`config.mk`:
```
export PLATFORM = sky130hd
export DESIGN_NAME = muldiv_seq
export DESIGN_NICKNAME = d
export VERILOG_FILES = /design/src/rtl/muldiv_seq_pkg.sv /design/src/rtl/muldiv_seq_cnt.sv /design/src/rtl/muldiv_seq.sv
export SDC_FILE = /design/constraint.sdc
export NUM_CORES = 1
export LEC_CHECK = 0
export CORE_MARGIN = 4
export CORE_UTILIZATION = 35
export CTS_CLUSTER_SIZE = 14
export DETAILED_ROUTE_END_ITERATION = 8
export GPL_TIMING_DRIVEN = 0
export MAX_ROUTING_LAYER = met4
export PLACE_DENSITY_LB_ADDON = 0.3
export SYNTH_ARGS = -nofsm -noshare
export SYNTH_HDL_FRONTEND = slang
export SYNTH_HIERARCHICAL = 1
export SYNTH_SLANG_ARGS = --single-unit
```
`constraint.sdc`:
```
create_clock -name clk -period 6.5 [get_ports clk]
set_input_delay 0.65 -clock clk [delete_from_list [all_inputs] [get_ports clk]]
set_output_delay 0.65 -clock clk [all_outputs]
set_load 0.02 [all_outputs]
```
`src/rtl/muldiv_seq_pkg.sv`:
```
// Shared encodings and defaults for the multiply/divide sequencer and its down-counter.
package muldiv_seq_pkg;

  typedef enum logic [2:0] {
    IDLE     = 3'd0,
    MULT_RUN = 3'd1,
    DIV_RUN  = 3'd2,
    WRITE    = 3'd3,
    DZERO    = 3'd4
  } state_e;

  typedef enum logic {
    SRC_MULT = 1'b0,
    SRC_DIV  = 1'b1
  } op_e;

  localparam int DEF_MULT_CYCLES = 32;
  localparam int DEF_DIV_CYCLES  = 32;

  // Counter width for the longer of the two runs; never narrower than one bit.
  function automatic int cnt_width(input int a, input int b);
    int m;
    m = (a > b) ? a : b;
    return (m <= 1) ? 1 : $clog2(m);
  endfunction

endpackage

```
`src/rtl/muldiv_seq_cnt.sv`:
```
// Loadable down-counter that saturates at zero; the sequencer ends a run when it reads zero.
module muldiv_cnt #(
  parameter int W = 5
) (
  input  logic         clk,
  input  logic         reset,
  input  logic         load,
  input  logic [W-1:0] load_val,
  input  logic         dec,
  output logic [W-1:0] value,
  output logic         zero
);

  always_ff @(posedge clk or posedge reset) begin
    if (reset) begin
      value <= '0;
    end else if (load) begin
      value <= load_val;
    end else if (dec && (value != '0)) begin
      value <= value - W'(1);
    end
  end

  assign zero = (value == '0);

endmodule

```
`src/rtl/muldiv_seq.sv`:
```
// Sequencer that runs the external mult/div units for a fixed number of cycles,
// then strobes the HI/LO load, or flags a divide by zero without running the divider.
module muldiv_seq
  import muldiv_seq_pkg::*;
#(
  parameter int MULT_CYCLES = DEF_MULT_CYCLES,
  parameter int DIV_CYCLES  = DEF_DIV_CYCLES
) (
  input  logic        clk,
  input  logic        reset,
  input  logic        MultReq,
  input  logic        DivReq,
  input  logic        Flush,
  input  logic [31:0] Divisor,
  output logic        MultCtrl,
  output logic        DivCtrl,
  output logic        HILOWrite,
  output logic        HISrc,
  output logic        LOSrc,
  output logic        Busy,
  output logic        Done,
  output logic        DivZero,
  output logic [2:0]  state_dbg
);

  localparam int CNT_W = cnt_width(MULT_CYCLES, DIV_CYCLES);
  localparam logic [CNT_W-1:0] MULT_LOAD = CNT_W'(MULT_CYCLES - 1);
  localparam logic [CNT_W-1:0] DIV_LOAD  = CNT_W'(DIV_CYCLES - 1);

  state_e           state_q, state_d;
  op_e              op_q, op_d;
  logic             cnt_load, cnt_dec, cnt_zero;
  logic [CNT_W-1:0] cnt_load_val;
  logic [CNT_W-1:0] cnt_value;

  muldiv_cnt #(.W(CNT_W)) u_cnt (
    .clk      (clk),
    .reset    (reset),
    .load     (cnt_load),
    .load_val (cnt_load_val),
    .dec      (cnt_dec),
    .value    (cnt_value),
    .zero     (cnt_zero)
  );

  always_ff @(posedge clk or posedge reset) begin
    if (reset) begin
      state_q <= IDLE;
      op_q    <= SRC_MULT;
    end else begin
      state_q <= state_d;
      op_q    <= op_d;
    end
  end

  // Requests are only looked at in IDLE, so anything arriving while busy is dropped.
  always_comb begin
    state_d      = state_q;
    op_d         = op_q;
    cnt_load     = 1'b0;
    cnt_load_val = '0;
    cnt_dec      = 1'b0;
    if (Flush) begin
      state_d = IDLE;
    end else begin
      case (state_q)
        IDLE: begin
          if (MultReq) begin
            state_d      = MULT_RUN;
            op_d         = SRC_MULT;
            cnt_load     = 1'b1;
            cnt_load_val = MULT_LOAD;
          end else if (DivReq) begin
            if (Divisor != 32'd0) begin
              state_d      = DIV_RUN;
              op_d         = SRC_DIV;
              cnt_load     = 1'b1;
              cnt_load_val = DIV_LOAD;
            end else begin
              state_d = DZERO;
            end
          end
        end
        MULT_RUN, DIV_RUN: begin
          if (cnt_zero) state_d = WRITE;
          else          cnt_dec = 1'b1;
        end
        WRITE, DZERO: state_d = IDLE;
        default:      state_d = IDLE;
      endcase
    end
  end

  always_comb begin
    MultCtrl  = (state_q == MULT_RUN);
    DivCtrl   = (state_q == DIV_RUN);
    HILOWrite = (state_q == WRITE);
    Done      = (state_q == WRITE);
    DivZero   = (state_q == DZERO);
    Busy      = (state_q != IDLE);
    HISrc     = op_q;
    LOSrc     = op_q;
    state_dbg = state_q;
  end

endmodule

```
# Yosys cells after proc, flatten, opt, wreduce, memory -nomap -nowiden
# Index checks and enable logic that the tools add are counted.
[totals]
regBits = 9
in_bits = 37
wordCells = 47
output_inout_bits = 11
[classes]
n_bitwise = 1
reduce_logical = 12
add_sub_neg = 1
mux = 24
eq_ne = 6
[ops]
columns = ["operator", "n"]
rows = [
  ["$mux 5", 7],
  ["$reduce_bool 32->1", 1],
  ["$mux 3", 5],
  ["$mux 1", 11],
  ["$eq 3x2->1 const B", 2],
  ["$pmux 3 s2", 1],
  ["$reduce_bool 2->1", 3],
  ["$logic_not 5->1", 1],
  ["$reduce_bool 5->1", 1],
  ["$sub 5x1->5 const B", 1],
  ["$ne 4x4->1 const B", 1],
  ["$reduce_and 4->1", 1],
  ["$eq 3x1->1 const B", 1],
  ["$eq 3x3->1 const B", 1],
  ["$logic_not 3->1", 1],
  ["$ne 3x3->1 const B", 1],
  ["$reduce_bool 3->1", 1],
  ["$reduce_and 2->1", 1],
  ["$reduce_or 2->1", 1],
  ["$logic_and 1x1->1", 1],
  ["$not 1->1", 1],
]

# Logic depth before layout (Yosys ltp)
# Gate-level depths: netlist of the first run.
[logic_depth]
depth_word = 7
ltp_mapped = 8
ltp_nobuf = 8

# By module
# The synthesis of the first run kept the hierarchy.
[by_module_without_submodules]
columns = ["module", "n_inst", "seq_area_each_um2", "cells_per_inst", "area_per_inst_um2"]
rows = [
  ["muldiv_seq", 1, 100.1, 45, 352.8],
  ["muldiv_cnt", 1, 125.1, 33, 302.8],
]

# Worst setup path before layout of the first run
# OpenSTA, ideal clock, no wires.
[synth_timing]
kind = "reg-to-reg"
from = "register u_cnt.value[0]"
to = "register u_cnt.value[3]"
t_required_ns = 6.427
path_buffers = 0
setup_ns = 0.073
t_arrival_ns = 2.225
period_less_slack_ns = 2.298
stages_incl_launch_ff = 9
slack_ns = 4.202
path_cell_list = "dfrtp_1 -> inv_1 -> ha_1 -> or4b_4 -> inv_1 -> nor4_1 -> or4b_1 -> or3_1 -> a21oi_2"
[synth_via]
elab_chain_cells = 6
elab_cells_between_ends = 10
classes_between = "add/sub: 1; mux: 5; reduce/logical: 4"
[synth_lines]
columns = ["item", "line_no", "rtl"]
rows = [
  ["start: declaration", "muldiv_seq_cnt.sv:10", "output logic [W-1:0] value,"],
  ["start signal: assignment", "muldiv_seq_cnt.sv:18", "value <= load_val;"],
  ["start signal: assignment", "muldiv_seq_cnt.sv:20", "value <= value - W'(1);"],
  ["$logic_not 5->1", "muldiv_seq_cnt.sv:24", "assign zero = (value == '0);"],
  ["named net cnt_zero", "muldiv_seq.sv:32", "logic cnt_load, cnt_dec, cnt_zero;"],
  ["$mux 1", "muldiv_seq.sv:85", "if (cnt_zero) state_d = WRITE;"],
  ["$mux 1", "muldiv_seq.sv:66", "case (state_q)"],
  ["$mux 1", "muldiv_seq.sv:63", "if (Flush) begin"],
  ["named net cnt_dec", "muldiv_seq.sv:32", ""],
  ["$logic_and 1x1->1", "muldiv_seq_cnt.sv:19", "end else if (dec && (value != '0)) begin"],
  ["$reduce_bool 2->1 (no line)", "-", ""],
]
# The timed path passes the listed nets, and every way through them passes these cells. The select of a mux whose other input is x is not followed.
# A chain may end at the register's enable or synchronous reset.

# Worst setup path in the final report of the first run
[layout_timing]
from = "input port Flush"
to = "register u_cnt.value[3]"
[layout_via]
elab_chain_cells = 3
elab_cells_between_ends = 6
classes_between = "mux: 4; reduce/logical: 2"
[layout_lines]
columns = ["item", "line_no", "rtl"]
rows = [
  ["start: declaration", "muldiv_seq.sv:13", "input logic Flush,"],
  ["$mux 1", "muldiv_seq.sv:63", ""],
  ["named net cnt_dec", "muldiv_seq.sv:32", ""],
  ["$logic_and 1x1->1", "muldiv_seq_cnt.sv:19", ""],
  ["$reduce_bool 2->1 (no line)", "-", ""],
]
# The timed path passes the listed nets, and every way through them passes these cells.

==> results.toml, run 1 <==
[logic_synthesis]
avgSynthCellArea_um2 = 8.41
synth_commonest_cells = "dfrtp_1 (9), nand2_1 (8), nor4_1 (8)"
synthCells = 78
yosys-top-cells-area = "dfrtp_1 (34%), nor4_1 (7.6%), nand2_1 (4.6%), a21oi_1 (3.8%), nor4_2 (3.8%)"
syn-num-nets = 116
syn-cell-area_um2 = 656
yosysSeqAreaShare_pct = 34.4
synth_top_cell_by_area = "dfrtp_1"
synth.most_common_cell = "dfrtp_1"
ys_ff_latch = 9
ys_types = 33
async_flop_share_pct = 100
synth_edf_count = 0
ys.flop_type = "dfrtp_1"
netlist.area_leader.share_pct = 34.4
yosysWarnings = 6

[worst_setup_path]
r2r_start = "u_cnt/value[0]"
start_kind = "input port"
cp.arrival_ns = 2.81
cp.required_ns = 6.69
r2r_end = "u_cnt/value[3]"
critPathKind = "in -> reg"
ff2ff_path_depth = 8
cp-end-kind = "flop"
worstPathMaxFanout = 6
reg2reg_slack_ns = 3.89

[floorplan]
ios = 48
initial_core_util_pct = 37.6
rows = 15
die_w_um = 51.3
core_area_mm2 = 0.00175
dieHeight_um = 51.3
die_area_mm2 = 0.00263

[timing]
min_period_ns = 2.62
worst_pin_slew_ns = 0.754
max_slew_margin_pct = 49.2
fin_tns_setup_ns = 0
skew_ns = 0.00250
fmax_mhz = 382
period_share_pct = 40.3
rsz0062_at_grt = "false"
finalHoldViolCount = 0
setup_violations = 0
worst_slack_ns = 3.88
drv_slew = 0

[finish]
layout.nets = 168
drive_gt1_share_pct = 10.1
insertedDiodeCount = 0
n_fill_cell = 137
syn2layout_area_growth_pct = 80.5

[global_routing]
gr-total-overflow = 0
grt_pass1_wl_um = 2970
grt_pass1_vias = 747
grt_start_max_net_pins = 11
grt_usage_pct = 15.4
antenna_found_initial = 0

[routing]
drt_iter0_markers = 5
wl_per_cell_um = 12.2
drt_pre_antenna_iters = 4
drc = 0
postRouteAntennaNets = 0
routed.top_layer = "met4"
wl_met2_um = 975
viasPerCell = 5.22
wl_um = 1880
dr_wl_met3_um = 145
via_count = 804
m1WireLength_um = 724

[clocking]
cts_tree = "built"
cts-root-buf = "clkbuf_4"
cts_sinks = 9
cts_buffers = 3
clock_latency_ns = 0.26
ctsResizeCount = 0
cts.clk_slew.worst_paths_ns = 0.06
postCtsSetupRepairBufs = 0
ctsHoldBuffers = 0
cts.path.max_buffers = 2
cts_htree_levels = 1

[hold_path]
whs_path_depth = 2
holdPathEnd = "HISrc"
hp-start = "HISrc"
hp-class = "reg -> reg"

[pwr]
ir_drop_mv = 0.127
leakagePower_nw = 0.463
powerDensity_mw_per_mm2 = 205

[place]
gp_congestion = 0.917
io_buffers = 47
pre_cts_ws_ns = 3.63
hpwl_um = 1620

[status]
outcome = "completed"

[job]
maxCapViolations = 0
==> registers in the layout, summed over array words and instances, names as in the netlist <==
signal and flops:
state_dbg 3, u_cnt/value 5, HISrc 1
==> cell type report <==
cell class	count	area [um^2]	share of cell area (%)
repair buffers	47	470	39.7
clock buffers	4	26.3	2.22
plain buffers	5	28.8	2.43
well taps	25	31.3	2.64
multi-input cells	58	379	32.0
inverters	6	22.5	1.90
flip-flops and latches	9	225	19.0
==> critical path: stages <==
cell and delay [ns]:
clkdlybuf4s50_1 0.47, nor4_1 0.70, or4b_1 0.52, or3_1 0.35, a21oi_2 0.12
==> placed cells by master (no fill, tap or decap), types with 2 or more instances in the layout <==
cell | synthesis | layout
a21oi_1 | 5 | 5
and3_1 | 2 | 2
buf_2 | 2 | 2
buf_4 | 2 | 2
clkbuf_1 | 1 | 2
clkbuf_4 | 0 | 3
clkdlybuf4s50_1 | 0 | 47
dfrtp_1 | 9 | 9
inv_1 | 6 | 6
nand2_1 | 8 | 8
nand4_1 | 2 | 2
nor2_1 | 2 | 2
nor2b_1 | 3 | 3
nor3b_1 | 3 | 3
nor4_1 | 8 | 8
nor4_2 | 2 | 2
o21ai_0 | 2 | 2
o21ai_1 | 2 | 2
or3_1 | 3 | 3
==> worst max path at each step <==
stage                               from             end  slack (ns)  cells after the start
after floorplan           u_cnt/value[0]  u_cnt/value[3]        4.20                      8
after global placement             Flush  u_cnt/value[3]        3.65                      5
after detailed placement           Flush  u_cnt/value[3]        3.63                      5
after CTS                          Flush  u_cnt/value[3]        3.90                      5
after global routing      u_cnt/value[0]  u_cnt/value[3]        3.67                      8
final                              Flush  u_cnt/value[3]        3.88                      5
==> report_power, final <==
| part | leakage [nW] | switching (mW) | internal, mW |
|---|---|---|---|
| Combinational | 0.335 | 0.0517 | 0.0629 |
| Clock | 0.0150 | 0.0197 | 0.0237 |
| Sequential | 0.113 | 0.0127 | 0.0718 |
| Total | 0.463 | 0.0841 | 0.158 |
==> layer usage <==
| metal | vias to the layer above | global-route usage (%) |
|---|---|---|
| met5 | - | - |
| met4 | 0 | 10.5 |
| met3 | 4 | 2.04 |
| met2 | 37 | 27.0 |
| met1 | 373 | 16.0 |
| li1 | 390 | - |
==> logic make-up (layout without fill, tap and decap cells) <==
| kind of cell | after synthesis | after routing | synth area share [%] |
|---|---|---|---|
| AND/OR/NAND/NOR | 40 | 40 | 38.7 |
| AO/OA/AOI/OAI | 16 | 16 | 15.8 |
| buffers and inverters | 11 | 62 | 7.82 |
| flip-flops | 9 | 9 | 34.4 |
| adder cells (fa/ha/maj) | 1 | 1 | 1.91 |
| XOR/XNOR | 1 | 1 | 1.34 |
==> metrics by stage <==
step	instance area [um^2]	hold WS, ns	instances	utilization [%]	power [mW]
final	1180	0.525	154	67.8	0.242
after global routing	1180	0.563	154	67.8	0.263
after CTS	1180	0.527	154	67.8	0.245
after detailed placement	1160	0.514	150	66.3	0.200
after global placement	1160	0.508	150	66.3	0.196
after floorplan	656	0.416	78	-	0.149
(Power assumes the default switching activity.)
==> run 2: changes to the inputs <==
CORE_UTILIZATION = 33   (was 35)
clock period = 2.7 ns   (was 6.5 ns; I/O delays follow)
==> results.toml, run 2 (synthesis results as in run 1) <==
[status]
outcome = "completed"

[pwr]
powerDensity_mw_per_mm2 = 490
ir_drop_mv = 0.247
power_uw = 583
leakagePower_nw = 0.463

[routing]
viasPerCell = 5.03
wl_per_cell_um = 12.7
drc = 0
drt_iter0_markers = 18
wl_um = 1960
postRouteAntennaNets = 0
drt_pre_antenna_iters = 4
via_count = 774

[place]
dpl_cell_area_mm2 = 0.00116
io_buffers = 47
hpwl_um = 1690
gp_congestion = 0.861
dp.cells = 150

[finish]
final_common_cell = "clkdlybuf4s50_1"
finalNonFillerCells = 154
fin_area_mm2 = 0.00119
drive_gt1_share_pct = 10.9
top_register = "u_cnt/value"
largest_reg_flops = 5
insertedDiodeCount = 0
layout.nets = 168
syn2layout_area_growth_pct = 81.5
final_cell_mix = "clkdlybuf4s50_1 (47), dfrtp_1 (9), nand2_1 (8)"

[worst_setup_path]
cp_common_cell = "inv_1"
crit_chain = "inv_1 -> ha_1 -> or4b_4 -> inv_1 -> nor4_2 -> or4b_1 -> or3_1 -> a21oi_2"
reg2reg_slack_ns = 0.31
critical_path.max_stage_delay_ns = 0.50
start_kind = "flop"
cp_slowest_cell = "or4b_1"
cp-end-kind = "flop"
cp.arrival_ns = 2.58
cp.required_ns = 2.89
critPathKind = "reg -> reg"
worstPathMaxFanout = 6

[global_routing]
grt_usage_pct = 14.8
antenna_found_initial = 0
grt_pass1_wl_um = 2970
gr-total-overflow = 0
grt_pass1_vias = 747
grt_start_max_net_pins = 11

[timing]
drv_slew = 0
rsz0062_at_grt = "false"
worst_pin_slew_ns = 0.494
skew_ns = 0.00528
max_slew_margin_pct = 66.8
min_period_ns = 2.39
fin_tns_setup_ns = 0
setup_violations = 0
fmax_mhz = 418
period_share_pct = 88.7
finalHoldViolCount = 0

[clocking]
cts_buffers = 3
cts-root-buf = "clkbuf_4"
cts_htree_levels = 1
cts.path.max_buffers = 2
clock_latency_ns = 0.25
cts.clk_slew.worst_paths_ns = 0.06
cts_sinks = 9
cts_tree = "built"

[floorplan]
rows = 15
ios = 48
die_w_um = 52.6
dieHeight_um = 52.6
initial_core_util_pct = 36.4
die_area_mm2 = 0.00276
core_area_mm2 = 0.00180

[job]
maxCapViolations = 0

[hold_path]
hp-class = "in -> async"
## run 2: report_power, final
group          switching [mW]  internal, mW  leakage, nW
Combinational           0.124         0.152        0.336
Sequential             0.0315         0.173        0.113
Clock                  0.0449        0.0568       0.0150
Total                   0.201         0.382        0.463
## run 2: routing by layer
layer | routed length, um | vias up | track usage [%]
met5 | 0 | - | -
met3 | 142 | 2 | 1.14
met4 | 19 | 0 | 8.51
li1 | - | 392 | -
met1 | 759 | 340 | 16.5
met2 | 1030 | 40 | 25.8
## run 2: area by class of cell
type / count / area, um^2
Buffer: 5 / 28.8
Clock buffer: 4 / 26.3
Fill cell: 162 / 612
Inverter: 6 / 22.5
Multi-Input combinational cell: 58 / 385
Sequential cell: 9 / 225
Tap cell: 25 / 31.3
Timing Repair Buffer: 47 / 470
## run 2: critical path: cells and delay by family, from the launching register on
family / cells / cell delay (ns)
compound gates: 1 / 0.12
fa+ha+maj: 1 / 0.20
flops: 1 / 0.34
buf+inv: 2 / 0.15
simple gates: 4 / 1.52
## run 2: timing repair
item / CTS / global route
endpoints found under the setup margin: 0 / 1
hold buffers: 0 / 0
buffers inserted: 0 / 0
hold endpoints to repair: 0 / 0
gates resized for setup: 0 / 1
## run 2: metrics by stage
stage	setup WS, ns	util (%)	hold slack (ns)
global placement	0.143	64.2	0.502
global route	0.166	66.0	0.241
detailed placement	0.152	64.2	0.502
finish	0.306	66.0	0.227
CTS	0.138	65.7	0.230
floorplan	0.402	-	0.0361
## run 2: worst paths after layout
check | startpoint | endpoint | cells after the start
min in group clk | HISrc | HISrc | 2
max in group asynchronous | reset | u_cnt/value[3] | 2
worst max-delay path | u_cnt/value[0] | u_cnt/value[3] | 8
worst max register to register | u_cnt/value[0] | u_cnt/value[3] | 8
worst min register to register | HISrc | HISrc | 2
worst min-delay path | reset | state_dbg[2] | 2
==> run 3: changes to the inputs <==
TNS_END_PERCENT = 100   (was not set)
==> results of run 3 <==
Final layout, timing and power as in run 2 (identical DEF).
